## config.mk

```make
export PLATFORM = sky130hd
export DESIGN_NAME = svm_dot_accum_flat
export DESIGN_NICKNAME = d
export VERILOG_FILES = /design/src/rtl/svm_dot_accum_if.sv /design/src/rtl/svm_dot_accum.sv /design/src/flat_wrapper.sv
export SDC_FILE = /design/constraint.sdc
export NUM_CORES = 1
export LEC_CHECK = 0
export ABC_AREA = 1
export CAP_MARGIN = 10
export CORE_ASPECT_RATIO = 0.5
export CORE_MARGIN = 2
export CORE_UTILIZATION = 60
export CTS_BUF_LIST = sky130_fd_sc_hd__clkbuf_16
export CTS_CLUSTER_DIAMETER = 40
export CTS_CLUSTER_SIZE = 28
export DETAILED_ROUTE_END_ITERATION = 8
export HOLD_SLACK_MARGIN = 0.12
export PLACE_DENSITY = 0.88
export SETUP_SLACK_MARGIN = 0.2
export SKIP_CTS_REPAIR_TIMING = 1
export SYNTH_ARGS = -nofsm -noshare
export SYNTH_HDL_FRONTEND = slang
export SYNTH_SLANG_ARGS = --single-unit
```

## constraint.sdc

```tcl
create_clock -name clk -period 22.6 [get_ports clk]
set_clock_uncertainty 0.15 [all_clocks]
set_input_delay 4.52 -clock clk [delete_from_list [all_inputs] [get_ports clk]]
set_output_delay 4.52 -clock clk [all_outputs]
set_load 0.02 [all_outputs]
```

## src/rtl/svm_dot_accum_if.sv

```systemverilog
// Beat/result handshake bundle for svm_dot_accum.
// master = the driver/consumer side, slave = the accumulator.
interface svm_dot_accum_if #(
   parameter int DATA_WIDTH = 16,
   parameter int NUM_LANES  = 4,
   parameter int ACC_WIDTH  = 40,
   parameter int MAX_BEATS  = 64
);
   localparam int BEATS_WIDTH = $clog2(MAX_BEATS + 1);

   logic                            clr;
   logic                            in_vld;
   logic                            in_rdy;
   logic [NUM_LANES*DATA_WIDTH-1:0] in_data;
   logic                            in_last;
   logic                            out_vld;
   logic                            out_rdy;
   logic signed [ACC_WIDTH-1:0]     out_data;
   logic                            out_ovf;
   logic [BEATS_WIDTH-1:0]          out_beats;

   modport master (
      output clr, in_vld, in_data, in_last, out_rdy,
      input  in_rdy, out_vld, out_data, out_ovf, out_beats
   );

   modport slave (
      input  clr, in_vld, in_data, in_last, out_rdy,
      output in_rdy, out_vld, out_data, out_ovf, out_beats
   );
endinterface

```

## src/rtl/svm_dot_accum.sv

```systemverilog
// Multi-lane signed dot-product accumulator: sums NUM_LANES samples per beat into
// a saturating or wrapping accumulator and presents one result per vector.
module svm_dot_accum #(
   parameter int                    DATA_WIDTH = 16,
   parameter int                    NUM_LANES  = 4,
   parameter int                    ACC_WIDTH  = 40,
   parameter int                    MAX_BEATS  = 64,
   parameter int                    SAT_EN     = 1,
   parameter logic signed [ACC_WIDTH-1:0] ACCUM_INIT = '0
) (
   input logic            clk,
   input logic            rst,
   svm_dot_accum_if.slave bus
);
   localparam int BEATS_WIDTH = $clog2(MAX_BEATS + 1);
   localparam int SUM_W       = ACC_WIDTH + 1;
   localparam logic [BEATS_WIDTH-1:0] MAX_CNT = BEATS_WIDTH'(MAX_BEATS);
   localparam logic signed [ACC_WIDTH-1:0] ACC_MAX = {1'b0, {(ACC_WIDTH-1){1'b1}}};
   localparam logic signed [ACC_WIDTH-1:0] ACC_MIN = {1'b1, {(ACC_WIDTH-1){1'b0}}};

   typedef enum logic [1:0] {
      IDLE  = 2'd0,
      ACCUM = 2'd1,
      HOLD  = 2'd2
   } state_t;

   state_t                      state;
   logic signed [ACC_WIDTH-1:0] acc;
   logic [BEATS_WIDTH-1:0]      count;
   logic                        ovf;
   logic                        in_rdy_q;
   logic                        out_vld_q;

   logic signed [SUM_W-1:0]     lane_sum;
   logic signed [SUM_W-1:0]     acc_sum;
   logic signed [ACC_WIDTH-1:0] acc_next;
   logic [BEATS_WIDTH-1:0]      count_inc;
   logic                        ovf_now;
   logic                        beat;
   logic                        term;

   // The extra sum bit differs from the sign bit exactly when the result left range.
   function automatic logic signed [ACC_WIDTH-1:0] fit_acc(input logic signed [SUM_W-1:0] s);
      if (s[SUM_W-1] == s[SUM_W-2]) begin
         fit_acc = s[ACC_WIDTH-1:0];
      end else if (SAT_EN == 0) begin
         fit_acc = s[ACC_WIDTH-1:0];
      end else if (s[SUM_W-1]) begin
         fit_acc = ACC_MIN;
      end else begin
         fit_acc = ACC_MAX;
      end
   endfunction

   // Sign-extended sum of every lane of the current beat
   always_comb begin
      lane_sum = '0;
      for (int i = 0; i < NUM_LANES; i++) begin
         lane_sum = lane_sum + SUM_W'($signed(bus.in_data[i*DATA_WIDTH +: DATA_WIDTH]));
      end
   end

   // Next accumulator value, overflow flag and vector-termination decode
   always_comb begin
      acc_sum   = SUM_W'(acc) + lane_sum;
      acc_next  = fit_acc(acc_sum);
      ovf_now   = acc_sum[SUM_W-1] ^ acc_sum[SUM_W-2];
      count_inc = count + BEATS_WIDTH'(1);
      beat      = bus.in_vld && in_rdy_q;
      term      = bus.in_last || (count_inc == MAX_CNT);
   end

   // Control FSM with registered handshakes; clr outranks the result handshake
   always_ff @(posedge clk) begin
      if (rst) begin
         state     <= IDLE;
         acc       <= ACCUM_INIT;
         count     <= '0;
         ovf       <= 1'b0;
         in_rdy_q  <= 1'b1;
         out_vld_q <= 1'b0;
      end else if (bus.clr) begin
         state     <= IDLE;
         acc       <= ACCUM_INIT;
         count     <= '0;
         ovf       <= 1'b0;
         in_rdy_q  <= 1'b1;
         out_vld_q <= 1'b0;
      end else begin
         case (state)
            IDLE, ACCUM: begin
               if (beat) begin
                  acc   <= acc_next;
                  count <= count_inc;
                  ovf   <= ovf | ovf_now;
                  if (term) begin
                     state     <= HOLD;
                     in_rdy_q  <= 1'b0;
                     out_vld_q <= 1'b1;
                  end else begin
                     state <= ACCUM;
                  end
               end else begin
                  state <= state;
               end
            end
            HOLD: begin
               if (bus.out_rdy) begin
                  state     <= IDLE;
                  acc       <= ACCUM_INIT;
                  count     <= '0;
                  ovf       <= 1'b0;
                  in_rdy_q  <= 1'b1;
                  out_vld_q <= 1'b0;
               end else begin
                  state <= HOLD;
               end
            end
            default: begin
               state     <= IDLE;
               acc       <= ACCUM_INIT;
               count     <= '0;
               ovf       <= 1'b0;
               in_rdy_q  <= 1'b1;
               out_vld_q <= 1'b0;
            end
         endcase
      end
   end

   assign bus.in_rdy    = in_rdy_q;
   assign bus.out_vld   = out_vld_q;
   assign bus.out_data  = acc;
   assign bus.out_ovf   = ovf;
   assign bus.out_beats = count;
endmodule
```

## src/flat_wrapper.sv

```systemverilog
// flat-port wrapper written by rule: the top's interface ports become plain ports
module svm_dot_accum_flat 
#(
   parameter int                    DATA_WIDTH = 16,
   parameter int                    NUM_LANES  = 4,
   parameter int                    ACC_WIDTH  = 40,
   parameter int                    MAX_BEATS  = 64,
   parameter int                    SAT_EN     = 1,
   parameter logic signed [ACC_WIDTH-1:0] ACCUM_INIT = '0
)
  (clk, rst, bus_clr, bus_in_vld, bus_in_data, bus_in_last, bus_out_rdy, bus_in_rdy, bus_out_vld, bus_out_data, bus_out_ovf, bus_out_beats);
  svm_dot_accum_if #(.DATA_WIDTH(DATA_WIDTH), .NUM_LANES(NUM_LANES), .ACC_WIDTH(ACC_WIDTH), .MAX_BEATS(MAX_BEATS)) bus_i ();
  input logic clk;
  input logic rst;
  input wire logic [$bits(bus_i.clr)-1:0] bus_clr;
  input wire logic [$bits(bus_i.in_vld)-1:0] bus_in_vld;
  input wire logic [$bits(bus_i.in_data)-1:0] bus_in_data;
  input wire logic [$bits(bus_i.in_last)-1:0] bus_in_last;
  input wire logic [$bits(bus_i.out_rdy)-1:0] bus_out_rdy;
  output wire logic [$bits(bus_i.in_rdy)-1:0] bus_in_rdy;
  output wire logic [$bits(bus_i.out_vld)-1:0] bus_out_vld;
  output wire logic [$bits(bus_i.out_data)-1:0] bus_out_data;
  output wire logic [$bits(bus_i.out_ovf)-1:0] bus_out_ovf;
  output wire logic [$bits(bus_i.out_beats)-1:0] bus_out_beats;
  assign bus_i.clr = bus_clr;
  assign bus_i.in_vld = bus_in_vld;
  assign bus_i.in_data = bus_in_data;
  assign bus_i.in_last = bus_in_last;
  assign bus_i.out_rdy = bus_out_rdy;
  assign bus_in_rdy = bus_i.in_rdy;
  assign bus_out_vld = bus_i.out_vld;
  assign bus_out_data = bus_i.out_data;
  assign bus_out_ovf = bus_i.out_ovf;
  assign bus_out_beats = bus_i.out_beats;
  svm_dot_accum #(.DATA_WIDTH(DATA_WIDTH), .NUM_LANES(NUM_LANES), .ACC_WIDTH(ACC_WIDTH), .MAX_BEATS(MAX_BEATS), .SAT_EN(SAT_EN), .ACCUM_INIT(ACCUM_INIT)) u_core (.clk(clk), .rst(rst), .bus(bus_i));
endmodule
```

Word-level counts from Yosys, hierarchy flattened
Cells that the tools add are included.
{"block": "classes", "n_eq_ne": 7, "mux": 22, "n_addsub": 5, "bitwise_logic": 2, "reduce_logical": 7}
{"cell": "2-to-1 mux 40 bit", "n": 4}
{"cell": "one-hot mux 40 bit (2 select lines)", "n": 1}
{"cell": "adder 40 x 41 -> 41 bit", "n": 1}
{"cell": "adder 41 x 16 -> 41 bit", "n": 1}
{"cell": "adder 17 x 16 -> 18 bit", "n": 1}
{"cell": "adder 16 x 16 -> 17 bit", "n": 1}
{"cell": "2-to-1 mux 7 bit", "n": 2}
{"cell": "one-hot mux 7 bit (2 select lines)", "n": 1}
{"cell": "adder 7 x 1 -> 7 bit, second input constant", "n": 1}
{"cell": "== test 7 bit, second input constant", "n": 1}
{"cell": "2-to-1 mux 1 bit", "n": 7}
{"cell": "2-to-1 mux 2 bit", "n": 3}
{"cell": "one-hot mux 1 bit (2 select lines)", "n": 3}
{"cell": "!= test 2 x 1 -> 1 bit, second input constant", "n": 2}
{"cell": "one-hot mux 2 bit (2 select lines)", "n": 1}
{"cell": "OR reduction 2 bit", "n": 2}
{"cell": "AND reduction 3 bit", "n": 1}
{"cell": "== test 2 x 1 -> 1 bit, second input constant", "n": 1}
{"cell": "== test 2 bit, second input constant", "n": 1}
{"cell": "logical NOT 2 bit", "n": 1}
{"cell": "!= test 2 bit, second input constant", "n": 1}
{"cell": "AND reduction 2 bit", "n": 1}
{"cell": "== test 1 bit", "n": 1}
{"cell": "logical AND 1 bit", "n": 1}
{"cell": "other kinds (3)", "n": 3}
{"block": "totals", "register_bits": 52, "out_inout_bits": 50, "word_cells": 49, "inputBits": 70}

Logic depth before layout (Yosys ltp)
{"block": "depth", "ltp_word": 8, "depth_mapped": 34, "depth_no_buf": 33}

Worst setup path before layout
OpenSTA, ideal clock, no wires.
{"block": "synth_path", "kind": "input to register", "start": "in bus_in_data[1]", "end": "reg u_core.acc[2] (netlist: u_core.bus.out_data[2])", "setup_ps": 70, "t_required_ps": 22381, "stages": 30, "path_slack_ps": 12075, "path_buffers": 2, "t_arrival_ps": 10306, "path_cell_list": "inv_1 > fa_1 > inv_1 > ha_1 > inv_1 > fa_1 > nor4_1 > nor2_1 > o21ai_0 > nand3_1 > nand2_1 > xor2_1 > fa_1 > inv_1 > ha_1 > nand2_2 > inv_1 > nand2_1 > nand2_1 > a21oi_1 > nand3_2 > nand2_1 > nand2_1 > nand2_1 > nand2_2 > a21oi_4 > buf_6 > buf_6 > nand2_1 > a21oi_2"}
{"block": "synth_via", "elab_chain_len": 8, "elab_cells_between_ends": 9, "cone_classes": "4 x add/sub; 1 x eq/ne; 4 x mux"}
{"item": "start, declared", "line_no": "flat_wrapper.sv:17", "source": "input wire logic [$bits(bus_i.in_data)-1:0] bus_in_data;"}
{"item": "adder 16 x 16 -> 17 bit (*)", "line_no": "svm_dot_accum.sv:59", "source": "lane_sum = lane_sum + SUM_W'($signed(bus.in_data[i*DATA_WIDTH +: DATA_WIDTH]));"}
{"item": "adder 17 x 16 -> 18 bit (*)", "line_no": "svm_dot_accum.sv:59"}
{"item": "adder 41 x 16 -> 41 bit (*)", "line_no": "svm_dot_accum.sv:59"}
{"item": "adder 40 x 41 -> 41 bit (*)", "line_no": "svm_dot_accum.sv:65", "source": "acc_sum = SUM_W'(acc) + lane_sum;"}
{"item": "2-to-1 mux 40 bit or == test 1 bit (tied branches)", "line_no": "svm_dot_accum.sv:48, svm_dot_accum.sv:44"}
{"item": "2-to-1 mux 40 bit (*)", "line_no": "svm_dot_accum.sv:44", "source": "if (s[SUM_W-1] == s[SUM_W-2]) begin"}
{"item": "2-to-1 mux 40 bit (*)", "line_no": "svm_dot_accum.sv:92", "source": "if (beat) begin"}
{"item": "one-hot mux 40 bit (2 select lines) (*)", "line_no": "svm_dot_accum.sv:90", "source": "case (state)"}
{"item": "end signal, assigned", "line_no": "svm_dot_accum.sv:93", "source": "acc <= acc_next;"}
{"item": "end, declared", "line_no": "svm_dot_accum.sv:28", "source": "logic signed [ACC_WIDTH-1:0] acc;"}
Mark *: on every way between the ends. The rest lies on a longest branch, timed or not. The select of a mux whose other input is x is not followed.
A chain may end at the register's enable or synchronous reset.

Worst setup path after layout
{"block": "layout_path", "start": "in bus_in_data[1]", "end": "reg u_core.acc[27] (netlist: u_core.bus.out_data[27])"}
The elaborated chain is that of the path after synthesis.

==> impl_results.md <==
* Run status: completed
* Final period util at 0.494
* Critical path arrival at 11.16 ns
* Actual slew at the worst max-slew pin at 1.15 ns
* I/O pins at 120
* Antenna viol nets, final at 0
* Std-Cell Rows at 28
* Setup TNS Final at 0 ns
* Crit path kind: in2reg
* Most frequent cells in the layout: 308 x nand2_1, 237 x inv_1, 119 x clkdlybuf4s50_1
* RSZ-0062 raised after global routing: no
* Final hold vios at 0
* Setup violators final at 0
* Crit path max fanout at 23
* Average size of a mapped cell at 6.45 sq um
* Worst R2R End: u_core.bus.out_data[27]
* Core Box Area at 11800 sq um
* Cell count after synthesis at 1132
* Total Nets Final at 1426
* Dpl hpwl at 17800 um
* Clock buffer depth at 2
* Ant. Diodes at 0
* Sequential area share after synthesis at 0.142
* Initial antenna violation count at 0
* Post-synth net total at 1316
* Area grow syn2layout at 20.4%
* Hold Crit Start: u_core.bus.out_ovf
* Post-route DRC violation count at 0
* Hold Crit Class: reg2reg
* Fmax at 89.6 MHz
* CTS tree: done
* DRT Wirelength at 22100 um
* Post-synth EDFFs at 0
* Async SR Flop Fraction at 0
* Reg2reg start: u_core.bus.out_data[1]
* Slowest stage delay, CP at 0.49 ns
* Largest net degree at the start of global routing at 48
* Worst Hold End: u_core.bus.out_ovf
* Max_cap viols at 0
* Die Span Y at 82.0 um
* Initial core utilization at 0.617
* Synth cell types at 38
* Commonest non-fill, non-tap cell in the layout: nand2_1
* Worst skew pair latency at 0.32 ns
* Initial drt markers at 636
* Drt first pass iters at 6
* Pins Over Slew Limit at 0
* Post-route minimum period at 11.16 ns
* Share of cells above drive strength 1 at 0.0330
* Register-to-Register Setup Slack at 18.11 ns
* Vias in the first global route at 7568
* CTS Sinks at 52
* Synthesized cell area at 7310 sq um
* #FFs+latches synth at 52
* Reg clk slew, reported paths at 0.08 ns
* Largest area contributor in the netlist: fa_1
* CP top delay family: simple AND/OR/NAND/NOR gates
* Num CTS Buffers at 5
* Worst path slowest cell: fa_1
* H-tree Lvls at 2
* Startpoint types: input port
* Relative slew slack at 0.231
* PortBufs at 119
* GRT Util Overall at 0.342
* Hold Path Stages at 2
* Yosys warning total at 0
* Die Width at 160 um
* Cell repeated most along the worst path: nand2_1
* Gr ovfl total at 0
* Die area at 13100 sq um
* Root Driver: clkbuf_16
* DR WL/cell at 15.7 um
* Reg2Reg Depth at 20
* Synth Flop Type: dfxtp_1
* CP Capture Type: register
* Levels on crit path at 34
* Yosys top cell area share at 0.159
* Vias per inst at 5.52
* First-pass GRT wire length at 35800 um
* Crit path required time at 22.60 ns
* Synth top area cells: fa_1 16%, nand2_1 16%, dfxtp_1 14%
* CP Buf/Inv Count at 7
* Placer Congestion at 0.943
* Vias post-DR at 7777
## synthesized netlist by cell type (2+ instances only)
library cell	number
dfxtp_1	52
nor2_2	2
o21ai_0	28
and2_1	2
xor2_1	17
nand3b_1	5
a21oi_2	11
nor3_1	10
nand2_1	308
a21boi_0	3
fa_1	58
nor4_1	2
clkbuf_1	9
nand4_1	17
o21bai_1	8
buf_2	10
a22oi_1	2
a21oi_1	97
nand2_2	7
buf_6	2
nand3_1	75
o31ai_1	3
nand3_2	3
a31oi_1	2
xnor2_1	24
inv_1	237
nor2_1	71
a21o_1	2
ha_1	56
## worst max path at each step
stage                              start                      end
after floorplan           bus_in_data[1]   u_core.bus.out_data[2]
after global placement    bus_in_data[1]   u_core.bus.out_data[1]
after detailed placement  bus_in_data[1]   u_core.bus.out_data[1]
after CTS                 bus_in_data[1]   u_core.bus.out_data[1]
after global routing      bus_in_data[1]  u_core.bus.out_data[27]
final                     bus_in_data[1]  u_core.bus.out_data[27]
## tightest hold or removal path, cell delays in order, from the launching register on
cell and delay, ns:
dfxtp_1 0.32, inv_1 0.05, a21oi_1 0.05
## flip-flops by register name (all words and copies together), names as in the netlist
signal                count
u_core.bus.out_data      40
u_core.bus.out_beats      7
u_core.bus.in_rdy         1
u_core.state              2
u_core.bus.out_ovf        1
u_core.bus.out_vld        1
## cell families after synthesis
| kind of cell | after synthesis | share of synthesized area |
|---|---|---|
| AOI/OAI and AO/OA | 161 | 0.126 |
| DFF | 52 | 0.142 |
| adders and majority gates | 114 | 0.255 |
| and+or+nand+nor | 505 | 0.291 |
| buffers and inverters | 259 | 0.137 |
| xor gates and xnor gates | 41 | 0.0491 |
## stage by stage
step / cells / setup slack (ns) / utilization / area [sq um] / hold slack, ns
after floorplan: 1132 / 12.07 / - / 7310 / 0.352
after global placement: 1400 / 11.41 / 0.730 / 8640 / 0.287
after detailed placement: 1400 / 11.26 / 0.730 / 8640 / 0.300
after CTS: 1408 / 11.56 / 0.743 / 8800 / 0.312
after global routing: 1408 / 10.91 / 0.743 / 8800 / 0.344
final: 1408 / 11.44 / 0.743 / 8800 / 0.312
## routing by layer
layer,vias to the layer above,GRT usage,wire length (um),part of all wire
met3,28,0.0631,2030,0.092
met4,0,0.0757,281,0.013
li1,3738,-,-,-
met2,384,0.587,9880,0.45
met5,-,0,0,0
met1,3627,0.459,9870,0.45
## cell type report
type	instances	area [sq um]
flip-flops and latches	52	1040
clock buffers	5	125
multi-input cells	821	5270
repair buffers	124	1230
inverters	238	893
fillers	962	3040
clock inverters	3	28.8
well taps	165	206
Power is not shown: default switching activity piles up to over one toggle a cycle in this logic, so the estimate is an artifact.
==> patch 1 (same flow settings) <==
`MAX_BEATS` is set to 64 in 3 places; all go to 256.
--- a/src/rtl/svm_dot_accum_if.sv
+++ b/src/rtl/svm_dot_accum_if.sv
@@ -4,7 +4,7 @@
    parameter int DATA_WIDTH = 16,
    parameter int NUM_LANES  = 4,
    parameter int ACC_WIDTH  = 40,
-   parameter int MAX_BEATS  = 64
+   parameter int MAX_BEATS  = 256
 );
    localparam int BEATS_WIDTH = $clog2(MAX_BEATS + 1);
 
--- a/src/rtl/svm_dot_accum.sv
+++ b/src/rtl/svm_dot_accum.sv
@@ -4,7 +4,7 @@
    parameter int                    DATA_WIDTH = 16,
    parameter int                    NUM_LANES  = 4,
    parameter int                    ACC_WIDTH  = 40,
-   parameter int                    MAX_BEATS  = 64,
+   parameter int                    MAX_BEATS  = 256,
    parameter int                    SAT_EN     = 1,
    parameter logic signed [ACC_WIDTH-1:0] ACCUM_INIT = '0
 ) (
--- a/src/flat_wrapper.sv
+++ b/src/flat_wrapper.sv
@@ -4,7 +4,7 @@
    parameter int                    DATA_WIDTH = 16,
    parameter int                    NUM_LANES  = 4,
    parameter int                    ACC_WIDTH  = 40,
-   parameter int                    MAX_BEATS  = 64,
+   parameter int                    MAX_BEATS  = 256,
    parameter int                    SAT_EN     = 1,
    parameter logic signed [ACC_WIDTH-1:0] ACCUM_INIT = '0
 )
Ports: changed (resized bus_out_beats); port bits go from 120 to 122. No check against the original RTL was run, so the function may have changed too.
==> patch 1 against the original RTL <==
Critical path depth is 2 lower. Non-clock buffer count is 4 higher. Synthesized area is 1.5% higher. Critical endpoint is now u_core.bus.out_data[36]$_SDFFE_PP0P_. Critical path type unchanged. Wire length is 2.9% lower. Sequential cell count is 2 higher. Design area is 1.6% higher. Core utilization is 0.51 points higher. Highest routed layer unchanged. Cell count is 2.4% higher. Worst setup slack better by 0.086 ns.
Power is not shown: default switching activity piles up to over one toggle a cycle in this logic, so the estimate is an artifact.
==> patch 1: results (changes against the original RTL) <==
status: "finished clean"
worst-path-max-fanout: 20  # -13%
detailroute.wirelength.met2_um: 9763  # -1.2%
port_buffers: 121  # +1.7%
netlist_area_um2: 7418  # +1.5%
synth_nets: 1347  # +2.4%
met3WireLength_um: 1853  # -8.5%
top_cell_types_by_occurrence_after_synthesis: "327 x sky130_fd_sc_hd__nand2_1, 243 x sky130_fd_sc_hd__inv_1, 105 x sky130_fd_sc_hd__a21oi_1, 76 x sky130_fd_sc_hd__nor2_1, 75 x sky130_fd_sc_hd__nand3_1"
layout.nonclk_buf_frac: 0.1414  # +0.001749
timing.hold.ws_ns: 0.3090  # -0.002974 ns
nMultiInputCombCells: 843  # +2.7%
worstReg2RegEnd: "u_core.bus.out_data[36]$_SDFFE_PP0P_"
multi_input_gate_area_in_the_final_layout_um2: 5319  # +0.85%
fillCellCount: 994  # +3.3%
drt_iter0_markers: 625  # -1.7%
clock_tree_area_fraction: 0.01680  # -0.0006919
final_cell_area_um2: 8936  # +1.6%
via_per_inst: 5.393  # -2.4%
hpwl_um: 17660  # -0.56%
count_of_clock_tree_sinks: 54  # +3.8%
globalRouteMet2Util: 0.5747  # -0.01190
fin_nets: 1460  # +2.4%
critPathMaxStageDelay_ns: 0.71  # +0.22 ns
timing.hold.worst_endpoint: "u_core.bus.out_vld$_SDFFE_PP0P_"
tightestPinTransition_ns: 0.8902  # -0.2610 ns
seqCellArea_um2: 1081  # +3.8%
gr-usage-all-layers: 0.3296  # -0.01288
detailedPlace.worstSlack_ns: 11.29  # +0.02930 ns
synth_sequential_area_ratio: 0.1457  # +0.003259
nNonClkBuffers: 128  # +3.2%
critical-path-slowest-cell: "sky130_fd_sc_hd__a21oi_2"
post_drt_wl_per_cell_um: 14.86  # -5.1%
post_layout_nonfiller_instances: 1442  # +2.4%
rrSetupSlack_ns: 18.33  # +0.22 ns
grt_util_met3: 0.05095  # -0.01218
grt.met1_usage: 0.4424  # -0.01691
wirelength_met1_um: 9582  # -2.9%
num-nonclk-inverters: 244  # +2.5%
reg2reg_depth: 19  # -5.0%
post_synth_main_area_contributors: "sky130_fd_sc_hd__nand2_1 17%, sky130_fd_sc_hd__fa_1 16%, sky130_fd_sc_hd__dfxtp_1 15%"
first_global_vias: 7365  # -2.7%
min_from: "u_core.bus.out_vld$_SDFFE_PP0P_"
grt_pass1_wl_um: 34810  # -2.7%
[patch 1: how the worst max path moves through the flow]
stage / start / end / slack [ns]
6_report: bus_in_data[1] / u_core.bus.out_data[36]$_SDFFE_PP0P_ / 11.52
5_1_grt: bus_in_data[1] / u_core.bus.out_data[31]$_SDFFE_PP0P_ / 10.95
4_1_cts: bus_in_data[1] / u_core.bus.out_data[36]$_SDFFE_PP0P_ / 11.61
3_5_place_dp: bus_in_data[1] / u_core.bus.out_data[36]$_SDFFE_PP0P_ / 11.29
3_3_place_gp: bus_in_data[1] / u_core.bus.out_data[5]$_SDFFE_PP0P_ / 11.49
2_1_floorplan: bus_in_data[1] / u_core.bus.out_data[10]$_SDFFE_PP0P_ / 12.08
[patch 1: cells by family after synthesis]
kind of cell / Yosys count / synth area share
xor gates and xnor gates: 43 / 0.05077
and+or+nand+nor: 524 / 0.2936
buffers and inverters: 266 / 0.1383
adders and majority gates: 114 / 0.2510
AOI/OAI and AO/OA: 162 / 0.1206
DFF: 54 / 0.1457
==> patch 2 (config.mk and constraints unchanged) <==
Without the edit above. Make the reset (`rst`) asynchronous in one clocked block.
--- a/src/rtl/svm_dot_accum.sv
+++ b/src/rtl/svm_dot_accum.sv
@@ -71,7 +71,7 @@
    end
 
    // Control FSM with registered handshakes; clr outranks the result handshake
-   always_ff @(posedge clk) begin
+   always_ff @(posedge clk or posedge rst) begin
       if (rst) begin
          state     <= IDLE;
          acc       <= ACCUM_INIT;
Formal check against the unedited RTL: differs if rst is asserted again (counterexample within 4 cycles, from zero or initial values and one cycle with rst high); with rst held inactive, the same outputs for 4 cycles.
==> patch 2 against the original RTL <==
Die area increased by 0.20%. Hold slack gained 0.024 ns. Worst setup slack gained 0.021 ns. Sequential cell count stayed put. Synthesized area rose by 0.21%. Wire length grew 6.3%. Design area rose by 0.33%.
Power is left out: the tool's default activity adds up to more than one toggle a clock period on the data nets, which glitch-free logic cannot reach.
==> patch 2: results (changes against the original RTL) <==
drt_iter0_markers: 828  # +30%
first_global_vias: 7398  # -2.2%
hpwl_um: 18960  # +6.8%
remaining_max_slew_budget_at_the_tightest_pin: 0.3314  # +0.1006
min_from: "u_core.bus.in_rdy$_DFFE_PP1P_"
period_minus_slack_ns: 11.14  # -0.02060 ns
post_synth_main_area_contributors: "sky130_fd_sc_hd__dfrtp_1 17%, sky130_fd_sc_hd__fa_1 16%, sky130_fd_sc_hd__nand2_1 15%"
die_area_um2: 13160  # +0.20%
r2r-start: "u_core.bus.out_data[1]$_DFFE_PP0P_"
timing.hold.ws_ns: 0.3363  # +0.02428 ns
synth_sequential_area_ratio: 0.1779  # +0.03542
fin_nets: 1388  # -2.7%
critical-path-slowest-cell: "sky130_fd_sc_hd__nand2_2"
grt_pass1_wl_um: 37960  # +6.1%
ys_async_sr_fraction: 1.000  # +1.000
timing.hold.worst_endpoint: "u_core.bus.in_rdy$_DFFE_PP1P_"
synth_nets: 1272  # -3.3%
reg2reg_depth: 19  # -5.0%
finalWeightedCongestion: 1.083  # +15%
top_cell_types_by_occurrence_after_synthesis: "291 x sky130_fd_sc_hd__nand2_1, 239 x sky130_fd_sc_hd__inv_1, 81 x sky130_fd_sc_hd__nor2_1, 60 x sky130_fd_sc_hd__a21oi_1, 60 x sky130_fd_sc_hd__nand3_1"
dominantRegCellSynth: "sky130_fd_sc_hd__dfrtp_1"
critPathTopFamily: "compound AO/OA/AOI/OAI gates"
crit_end: "u_core.bus.out_data[28]$_DFFE_PP0P_"
synth.distinct_cells: 40  # +5.3%
rrSetupSlack_ns: 18.13  # +0.02 ns
post_drt_wl_per_cell_um: 17.12  # +9.3%
maximum_number_of_pins_on_one_net_before_global_route_repair: 53  # +10%
layout-drive-gt1-share: 0.02490  # -0.008088
worstPathArrival_ns: 11.19  # +0.03 ns
gr-usage-all-layers: 0.3719  # +0.02945
fillCellCount: 888  # -7.7%
critPathMaxStageDelay_ns: 0.56  # +0.07 ns
worst-path-max-fanout: 33  # +43%
via_count: 7732  # -0.58%
status: "finished clean"
==> patch 2: cell types whose count changed after synthesis, sizes merged, moves of 8 or more <==
| cell | delta |
|---|---|
| dfxtp | -52 |
| nand3 | -15 |
| a21oi | -47 |
| dfrtp | +51 |
| nor2 | +8 |
| nand4 | -8 |
| nand2 | -17 |
| o21ai | +30 |
==> patch 2: layer usage <==
metal,part of all wire,vias up,track usage
li1,-,3597,-
met1,0.43,3602,0.5109
met2,0.45,467,0.6316
met3,0.097,66,0.05395
met4,0.024,0,0.09640
met5,0,-,0
==> patch 2: area by class of cell <==
cell class / instances / share of cell area
Tap cell: 165 / 0.02339
Sequential cell: 52 / 0.1476
Timing Repair Buffer: 124 / 0.1392
Clock buffer: 5 / 0.01418
Inverter: 240 / 0.1021
Clock inverter: 3 / 0.002268
Multi-Input combinational cell: 781 / 0.5713
==> patch 2: kinds of logic (layout without fill, tap and decap cells) <==
group | after synthesis | after routing | synth area share
buffers and inverters | 255 | 372 | 0.1341
AOI/OAI and AO/OA | 151 | 151 | 0.1136
xor gates and xnor gates | 44 | 44 | 0.05263
DFF | 52 | 52 | 0.1779
and+or+nand+nor | 472 | 472 | 0.2674
adders and majority gates | 114 | 114 | 0.2543
==> patch 2: through the flow <==
step	area, um2	std cells
after floorplan	7322	1088
after global placement	8681	1362
after detailed placement	8681	1362
after CTS	8826	1370
after global routing	8826	1370
final	8826	1370
==> patch 2: worst min-delay path, delay by kind of cell, from the launching register on <==
family / cells / cell delay, ns
flops: 1 / 0.38
simple gates: 2 / 0.11
